**config.mk**
```make
export PLATFORM = sky130hd
export DESIGN_NAME = pipe_stall_ctrl
export DESIGN_NICKNAME = d
export VERILOG_FILES = /design/src/rtl/pipe_stall_ctrl_pkg.sv /design/src/rtl/pipe_stall_ctrl_sat_counter.sv /design/src/rtl/pipe_stall_ctrl.sv
export SDC_FILE = /design/constraint.sdc
export NUM_CORES = 1
export LEC_CHECK = 0
export CAP_MARGIN = 20
export CELL_PAD_IN_SITES_DETAIL_PLACEMENT = 1
export CELL_PAD_IN_SITES_GLOBAL_PLACEMENT = 1
export CORE_ASPECT_RATIO = 0.5
export CORE_MARGIN = 2
export CORE_UTILIZATION = 36
export DETAILED_ROUTE_END_ITERATION = 10
export PLACE_DENSITY = 0.84
export RECOVER_POWER = 25
export SYNTH_ARGS = -nofsm -noshare
export SYNTH_HDL_FRONTEND = slang
export SYNTH_SLANG_ARGS = --single-unit
```
**constraint.sdc**
```tcl
create_clock -name clk -period 3.9 [get_ports clk]
set_clock_uncertainty 0.15 [all_clocks]
set_input_delay 1.17 -clock clk [delete_from_list [all_inputs] [get_ports clk]]
set_output_delay 1.17 -clock clk [all_outputs]
set_load 0.02 [all_outputs]
```
**src/rtl/pipe_stall_ctrl_pkg.sv**
```systemverilog
// Shared pipeline-control definitions used by every inter-stage register
// and by the stall controller.
//   stall_e   : per-register stall code (Pass/Hold/Bubb); 2'b11 is unused
//   state_e   : post-mispredict flush FSM state (RUN/FLUSH)
//   STALL_W   : width of one stall code
//   REG_ADDR_W: width of a register-file index
package pipe_stall_ctrl_pkg;

    localparam int STALL_W    = 2;
    localparam int REG_ADDR_W = 5;

    typedef enum logic [STALL_W-1:0] {
        STALL_PASS = 2'b00,
        STALL_HOLD = 2'b01,
        STALL_BUBB = 2'b10
    } stall_e;

    typedef enum logic {
        ST_RUN   = 1'b0,
        ST_FLUSH = 1'b1
    } state_e;

endpackage

```
**src/rtl/pipe_stall_ctrl_sat_counter.sv**
```systemverilog
// Saturating up-counter used for the stall/flush performance counters.
//   clk   : clock
//   clear : synchronous clear, wins over inc
//   inc   : count one event this cycle
//   count : current value, sticks at all-ones instead of wrapping
module sat_counter #(
    parameter int CNT_W = 32
) (
    input  logic             clk,
    input  logic             clear,
    input  logic             inc,
    output logic [CNT_W-1:0] count
);

    always_ff @(posedge clk) begin
        if (clear) begin
            count <= '0;
        end else if (inc && (count != '1)) begin
            count <= count + 1'b1;
        end
    end

endmodule

```
**src/rtl/pipe_stall_ctrl.sv**
```systemverilog
// Central pipeline stall controller. Produces the Pass/Hold/Bubb code for
// each inter-stage register from the hazard/status inputs and a small
// post-mispredict flush FSM, and keeps saturating performance counters.
//   clk, rst               : clock, synchronous active-high reset
//   if_busy_i              : fetch has no valid instruction this cycle
//   mem_busy_i             : MEM stage waiting on memory
//   branch_error_i         : EX resolved a mispredict this cycle
//   id_rs*_request_i/addr_i: ID source operand usage and indices
//   ex_rd_load_i/addr_i    : EX instruction is a load, and its destination
//   stall_*_o              : stall code for each stage register
//   flushing_o             : FSM is in FLUSH
//   cnt_hold_o             : cycles held for mem_busy
//   cnt_bubble_o           : load-use bubbles inserted
//   cnt_flush_o            : mispredict flushes started
module pipe_stall_ctrl
    import pipe_stall_ctrl_pkg::*;
#(
    parameter int FLUSH_CYCLES = 2,
    parameter int CNT_W        = 32
) (
    input  logic                  clk,
    input  logic                  rst,
    input  logic                  if_busy_i,
    input  logic                  mem_busy_i,
    input  logic                  branch_error_i,
    input  logic                  id_rs1_request_i,
    input  logic [REG_ADDR_W-1:0] id_rs1_addr_i,
    input  logic                  id_rs2_request_i,
    input  logic [REG_ADDR_W-1:0] id_rs2_addr_i,
    input  logic                  ex_rd_load_i,
    input  logic [REG_ADDR_W-1:0] ex_rd_addr_i,
    output logic [STALL_W-1:0]    stall_pc_o,
    output logic [STALL_W-1:0]    stall_if_id_o,
    output logic [STALL_W-1:0]    stall_id_ex_o,
    output logic [STALL_W-1:0]    stall_ex_mem_o,
    output logic [STALL_W-1:0]    stall_mem_wb_o,
    output logic                  flushing_o,
    output logic [CNT_W-1:0]      cnt_hold_o,
    output logic [CNT_W-1:0]      cnt_bubble_o,
    output logic [CNT_W-1:0]      cnt_flush_o
);

    localparam int FCNT_W = (FLUSH_CYCLES > 1) ? $clog2(FLUSH_CYCLES) : 1;
    localparam logic [FCNT_W-1:0] FCNT_LOAD = FCNT_W'(FLUSH_CYCLES - 1);

    state_e            state_q, state_d;
    logic [FCNT_W-1:0] fcnt_q, fcnt_d;

    logic   haz;
    logic   bubble_fire;
    logic   flush_fire;
    stall_e pc_s, if_id_s, id_ex_s, ex_mem_s, mem_wb_s;

    // Load-use hazard: the ID instruction needs a value a load in EX has
    // not produced yet. x0 never carries a real dependency.
    assign haz = ex_rd_load_i && (ex_rd_addr_i != '0) &&
                 ((id_rs1_request_i && (id_rs1_addr_i == ex_rd_addr_i)) ||
                  (id_rs2_request_i && (id_rs2_addr_i == ex_rd_addr_i)));

    // A held EX keeps branch_error_i asserted, so the mispredict is acted
    // on only once memory releases the pipeline.
    assign flush_fire  = !mem_busy_i && branch_error_i;
    assign bubble_fire = !mem_busy_i && !branch_error_i &&
                         (state_q == ST_RUN) && haz;

    always_ff @(posedge clk) begin
        if (rst) begin
            state_q <= ST_RUN;
            fcnt_q  <= '0;
        end else begin
            state_q <= state_d;
            fcnt_q  <= fcnt_d;
        end
    end

    // Next state. The counter holds the number of FLUSH cycles still to
    // follow the current one; the FSM leaves FLUSH after it reads 0.
    always_comb begin
        state_d = state_q;
        fcnt_d  = fcnt_q;
        if (mem_busy_i) begin
            state_d = state_q;
            fcnt_d  = fcnt_q;
        end else if (branch_error_i) begin
            state_d = ST_FLUSH;
            fcnt_d  = FCNT_LOAD;
        end else if (state_q == ST_FLUSH) begin
            if (fcnt_q == '0) begin
                state_d = ST_RUN;
            end else begin
                fcnt_d = fcnt_q - 1'b1;
            end
        end
    end

    // Stall codes, highest priority first.
    always_comb begin
        pc_s     = STALL_PASS;
        if_id_s  = STALL_PASS;
        id_ex_s  = STALL_PASS;
        ex_mem_s = STALL_PASS;
        mem_wb_s = STALL_PASS;
        if (rst) begin
            pc_s     = STALL_BUBB;
            if_id_s  = STALL_BUBB;
            id_ex_s  = STALL_BUBB;
            ex_mem_s = STALL_BUBB;
            mem_wb_s = STALL_BUBB;
        end else if (mem_busy_i) begin
            pc_s     = STALL_HOLD;
            if_id_s  = STALL_HOLD;
            id_ex_s  = STALL_HOLD;
            ex_mem_s = STALL_HOLD;
            mem_wb_s = STALL_BUBB;
        end else if (branch_error_i) begin
            // pc passes so the redirect target is taken this edge.
            if_id_s = STALL_BUBB;
            id_ex_s = STALL_BUBB;
        end else if (state_q == ST_FLUSH) begin
            pc_s    = if_busy_i ? STALL_HOLD : STALL_PASS;
            if_id_s = STALL_BUBB;
        end else if (haz) begin
            pc_s    = STALL_HOLD;
            if_id_s = STALL_HOLD;
            id_ex_s = STALL_BUBB;
        end else if (if_busy_i) begin
            pc_s    = STALL_HOLD;
            if_id_s = STALL_BUBB;
        end
    end

    assign stall_pc_o     = pc_s;
    assign stall_if_id_o  = if_id_s;
    assign stall_id_ex_o  = id_ex_s;
    assign stall_ex_mem_o = ex_mem_s;
    assign stall_mem_wb_o = mem_wb_s;
    assign flushing_o     = (state_q == ST_FLUSH) && !rst;

    sat_counter #(.CNT_W(CNT_W)) u_cnt_hold (
        .clk   (clk),
        .clear (rst),
        .inc   (mem_busy_i),
        .count (cnt_hold_o)
    );

    sat_counter #(.CNT_W(CNT_W)) u_cnt_bubble (
        .clk   (clk),
        .clear (rst),
        .inc   (bubble_fire),
        .count (cnt_bubble_o)
    );

    sat_counter #(.CNT_W(CNT_W)) u_cnt_flush (
        .clk   (clk),
        .clear (rst),
        .inc   (flush_fire),
        .count (cnt_flush_o)
    );

endmodule
```
==> After elaboration in Yosys (flattened, before gate mapping) <==
Cells that the tools add are included.
{ "classes": {"add_sub_neg": 4, "eq_ne": 5, "mux": 27, "n_bitwise": 2, "reduce_logical": 19} }
{ "op_table": {"columns": ["operator", "n"], "rows": [
  ["32-bit by 1-bit adder with 32-bit output (second input constant)", 3],
  ["32-bit inequality test (second input constant)", 3],
  ["2-bit 2-to-1 mux", 15],
  ["1-bit logical AND", 12],
  ["1-bit 2-to-1 mux", 12],
  ["5-bit equality test", 2],
  ["5-bit nonzero test", 1],
  ["1-bit zero test", 3],
  ["1-bit NOT", 2],
  ["2-bit AND reduction", 1],
  ["2-bit nonzero test", 1],
  ["1-bit logical OR", 1],
  ["1-bit subtractor (second input constant)", 1]
]} }
{ "totals": {"ff_bits": 98, "in_bits": 23, "wordCells": 62} }

==> Logic depth before layout (Yosys ltp) <==
{ "logic_depth": {"ltp_word": 9, "ltp_mapped": 8, "mapped_depth_nobuf": 7} }

==> Cells and area by module <==
A second synthesis with hierarchy kept.
{ "hier_totals": {"hier_cells": 644, "area_unflattened_um2": 5362.6} }
{ "modules_own_cells": {"columns": ["module", "n_inst", "cells_each", "area_each_um2", "seq_area_each_um2"], "rows": [
  ["sat_counter", 3, 199, 1674.1, 640.6],
  ["pipe_stall_ctrl", 1, 47, 340.3, 40.0]
]} }

==> Worst setup path after synthesis <==
Ideal clock, no wire load.
{ "synth_path": {"path_type": "input port to output port", "from": "input ex_rd_addr_i[1]", "to": "output stall_if_id_o[1]", "t_arrival_ps": 2514, "required_time_ps": 2580, "slack_ps": 66, "stages": 5, "cell_sequence": "or4_1 > o21a_1 > nand2_1 > o21ai_0 > a21oi_1"} }
{ "synth_between": {"elab_chain_cells": 9} }
{ "synth_rtl": {"columns": ["element", "line_no", "text"], "rows": [
  ["start: declaration", "pipe_stall_ctrl.sv:31", "input logic [REG_ADDR_W-1:0] ex_rd_addr_i,"],
  ["5-bit equality test (on tied branches)", "pipe_stall_ctrl.sv:57, pipe_stall_ctrl.sv:58", null],
  ["1-bit logical AND (on tied branches)", "pipe_stall_ctrl.sv:57, pipe_stall_ctrl.sv:58", null],
  ["1-bit logical OR", "pipe_stall_ctrl.sv:57", "((id_rs1_request_i && (id_rs1_addr_i == ex_rd_addr_i)) ||"],
  ["1-bit logical AND *", "pipe_stall_ctrl.sv:56", "assign haz = ex_rd_load_i && (ex_rd_addr_i != '0) &&"],
  ["2-bit 2-to-1 mux *", "pipe_stall_ctrl.sv:122", "end else if (haz) begin"],
  ["2-bit 2-to-1 mux *", "pipe_stall_ctrl.sv:119", "end else if (state_q == ST_FLUSH) begin"],
  ["2-bit 2-to-1 mux *", "pipe_stall_ctrl.sv:115", "end else if (branch_error_i) begin"],
  ["2-bit 2-to-1 mux *", "pipe_stall_ctrl.sv:109", "end else if (mem_busy_i) begin"],
  ["2-bit 2-to-1 mux *", "pipe_stall_ctrl.sv:103", "if (rst) begin"],
  ["end: declaration", "pipe_stall_ctrl.sv:33", "output logic [STALL_W-1:0] stall_if_id_o,"]
]} }
Every way passes the cells marked *; elsewhere a longest branch is shown, timed or not.

==> Worst setup path in the final report <==
{ "layout_path": {"from": "input id_rs2_addr_i[0]", "to": "output stall_id_ex_o[1]"} }
{ "layout_between": {"elab_chain_cells": 9} }
{ "layout_rtl": {"columns": ["element", "line_no", "text"], "rows": [
  ["start: declaration", "pipe_stall_ctrl.sv:29", "input logic [REG_ADDR_W-1:0] id_rs2_addr_i,"],
  ["5-bit equality test", "pipe_stall_ctrl.sv:58", "(id_rs2_request_i && (id_rs2_addr_i == ex_rd_addr_i)));"],
  ["1-bit logical AND", "pipe_stall_ctrl.sv:58", null],
  ["1-bit logical OR", "pipe_stall_ctrl.sv:57", null],
  ["1-bit logical AND", "pipe_stall_ctrl.sv:56", null],
  ["2-bit 2-to-1 mux", "pipe_stall_ctrl.sv:122", null],
  ["2-bit 2-to-1 mux", "pipe_stall_ctrl.sv:119", null],
  ["2-bit 2-to-1 mux", "pipe_stall_ctrl.sv:115", null],
  ["2-bit 2-to-1 mux", "pipe_stall_ctrl.sv:109", null],
  ["2-bit 2-to-1 mux", "pipe_stall_ctrl.sv:103", null],
  ["end: declaration", "pipe_stall_ctrl.sv:34", "output logic [STALL_W-1:0] stall_id_ex_o,"]
]} }
Every way passes these cells.

==> metrics.md <==
| Metric | Value |
|---|---|
| CTS tree | `yes` |
| Final WS setup | `-16.40 ps` |
| Final setup fails | `1` |
| Critical path class | `input port to output pin` |
| Rel. slew slack | `~31%` |
| Cell Rows | `30` |
| Final hold vios | `0` |
| Die Span Y | `approximately 88 microns` |
| Register bit total from synthesis | `approximately 100` |
| Largest net degree at the start of global routing | `between 60 and 70` |
| Root buffer cell | `clkbuf_16` |
| Core area | `about 14000 sq um` |
| Met3 WL post-DR | `about 380 microns` |
| DP HPWL | `between 10000 and 15000 microns` |
| Avg Vias per Cell | `5.347` |
| WP data required | `between 2000 and 3000 ps` |
| Total GRT Usage | `between 20% and 30%` |
| Critical path arrival | `2600 ps` |
| Via count | `5021` |
| Syn_nets | `630` |
| Leak Pwr | `approximately 2.5 nW` |
| Met1 WL | `around 7000 microns` |
| Antenna diodes | `0` |
| Layout cells sized above 1 | `11.38%` |
| H-tree levels | `3` |
| Peak VDD IR | `203.8 uV` |
| Post-Synthesis Cells | `between 600 and 700` |
| Initial core utilization | `between 30% and 40%` |
| Initial antenna violation count | `0` |
| Max-slew violation count | `0` |
| PD cells | `291.5 nW/um^2` |
| Longest Clk Path Bufs | `2` |
| DIE WIDTH | `about 170 microns` |
| Status | `finished, violations left` |
| Synth warnings | `0` |
| Setup crit end kind | `output pin` |
| Detailed Route Iter0 Violations | `approximately 180` |
| DRT Pass-1 Iters | `4` |
| Startpoint Class | `input port` |
| Routed wire length | `between 15000 and 20000 microns` |
| Placed Instance Area | `around 6600 sq um` |
| Port buffer count | `about 130` |
| Post-Syn Area per Cell | `8.369 sq um` |
| First-pass GRT wire length | `25300 microns` |
| Worst skew pair latency | `roughly 340 ps` |
| Vias in the first global route | `between 5k and 6k` |
| Met2 routed wirelength | `approximately 7900 microns` |
| Clock-pin slew of the registers on the worst-case setup and hold paths | `around 70 ps` |
| Final Wtd Congestion | `0.7969` |
| Drt wl/cell | `approximately 16 microns` |
| Fin area | `between 7000 and 8000 sq um` |
| Max Used Layer | `met4` |
| TritonCTS Buffers | `9` |
| Crit share post-route | `100.4%` |
| Worst hold path class | `flop to flop` |
| Inst Count DP | `921` |
| Max Cap Viol | `0` |
| Slew of the pin with the lowest slew margin | `about 1000 ps` |
| DIE AREA | `between 15000 and 20000 sq um` |
| Grt ovf | `0` |
| Fin crit period | `roughly 3900 ps` |
| Fraction of registers with async set/reset | `0%` |
| Ys flop type | `dfxtp_1` |
| # DRC | `0` |
| Max frequency | `around 260 MHz` |
| Fin cells | `approximately 940` |
| Antenna Violating Nets Remaining | `0` |
| Fin nets | `approximately 770` |
| # IOs | `between 100 and 150` |
| TritonCTS sink count | `98` |
| Synthesized area | `5055 sq um` |
| Failing checks | `negative setup slack` |
| Seq/Total Area, Yosys | `roughly two fifths` |
| CP max FO | `3` |
| Number of synthesized flops with an enable pin | `0` |
| Post-synth cell types | `56` |
| Area Overhead vs Synth | `38.74%` |
[flip-flops by register name, indices dropped and copies added (netlist names)]
signal              count
state_q                 1
fcnt_q                  1
u_cnt_bubble.count     32
u_cnt_hold.count       32
u_cnt_flush.count      32
[cells in the mapped netlist (2+ instances only)]
cell type	number	share of area, %
dfxtp_1	98	39
nor2_1	83	6.2
nand2_1	42	3.1
xor2_1	41	7.1
nand4_1	38	4.7
nand3_1	35	3.5
a21oi_1	29	2.9
xnor2_1	25	4.3
clkbuf_1	18	1.3
o21ai_0	18	1.8
nor2b_1	17	2.1
and3_1	16	2.0
or3_1	15	1.9
or4_1	13	1.9
nor4_1	11	1.4
o31ai_1	10	1.5
mux2_2	9	2.0
and4_1	8	1.4
inv_1	8	0.59
nor3_1	8	0.79
and2_1	6	0.74
buf_4	4	0.59
nor3b_1	4	0.59
o41ai_1	4	0.69
buf_2	3	0.30
ha_1	3	0.74
nand4b_1	3	0.52
a31oi_1	2	0.25
and4_4	2	0.45
mux2_1	2	0.45
mux2i_1	2	0.40
nor4b_1	2	0.35
or2_2	2	0.25
[area by class of cell]
type / instances / area, sq um
Inverter: 8 / 30.03
Multi-Input combinational cell: 471 / 3044
Tap cell: 192 / 240.2
Timing Repair Buffer: 154 / 1441
Clock inverter: 7 / 70.07
Fill cell: 1630 / 6613
Sequential cell: 98 / 1962
Clock buffer: 9 / 225.2
[power by group]
part | internal (mW) | switching (mW)
Clock | 0.453 | 0.433
Combinational | 0.0644 | 0.0830
Sequential | 1.00 | 0.00578
[repair_timing]
action / CTS / global route
pin swaps: 19 / 10
resized for setup: 59 / 17
hold buffers: 0 / 0
setup endpoints to repair: 4 / 4
setup buffers: 2 / 0
[layout by cell type, fill, tap and decap left out, types with 6 or more instances in the layout]
cell type / count
dlygate4sd3_1: 37
and4_1: 8
o21ai_0: 17
or4_1: 12
dlygate4sd2_1: 10
xnor2_2: 6
mux2_2: 9
clkbuf_16: 9
clkdlybuf4s50_1: 69
inv_1: 8
nor2b_1: 16
nor3_1: 8
nand3_1: 35
a21oi_1: 27
xor2_1: 41
nor4_1: 11
nor2_1: 83
dfxtp_1: 98
o31ai_1: 8
buf_4: 21
nand4_1: 38
and3_1: 16
nand2_1: 41
xnor2_1: 19
and2_1: 6
or3_1: 15
[critical path, cell delays in order]
cell and delay, ps:
dlygate4sd2_1 240, xnor2_1 180, nand4_1 140, o22ai_2 260
nand2_4 90, buf_6 130, a21oi_1 210, buf_4 180
[worst paths after layout]
kind,depth (start not counted),startpoint,to,slack [ps]
max,8,id_rs2_addr_i[0],stall_id_ex_o[1],-20
min,2,fcnt_q,fcnt_q,350
max reg2reg,6,u_cnt_flush.count[21],u_cnt_flush.count[29],1180
min reg2reg,2,fcnt_q,fcnt_q,350
[kinds of logic (layout without fill, tap and decap cells)]
family / Yosys count / in the layout / synth area share [%]
buffers and inverters: 35 / 178 / 3.119
muxes: 13 / 13 / 2.847
xor gates and xnor gates: 66 / 66 / 11.44
AOI/OAI and AO/OA: 73 / 73 / 8.936
and+or+nand+nor: 315 / 315 / 34.04
adders and majority gates: 3 / 3 / 0.7427
other: 1 / 1 / 0.07419
DFF: 98 / 98 / 38.81
[through the flow]
stage	total power, mW	setup WS [ps]	hold slack (ps)	util, %	TNS (ps)
CTS	2.063	10.22	349.0	51.24	0
floorplan	1.101	65.90	300.9	-	0
global route	2.126	-123.1	381.1	51.47	-237.4
detailed placement	1.176	-788.8	335.3	48.72	-2949
finish	2.044	-16.40	347.2	51.47	-16.40
global placement	1.170	-710.9	309.6	48.72	-2670
[layer usage]
metal,vias up,GRT usage [%]
met5,-,0
met4,0,4.314
met3,12,3.615
met2,67,38.04
met1,2494,26.00
li1,2448,-
(Power assumes the default switching activity.)
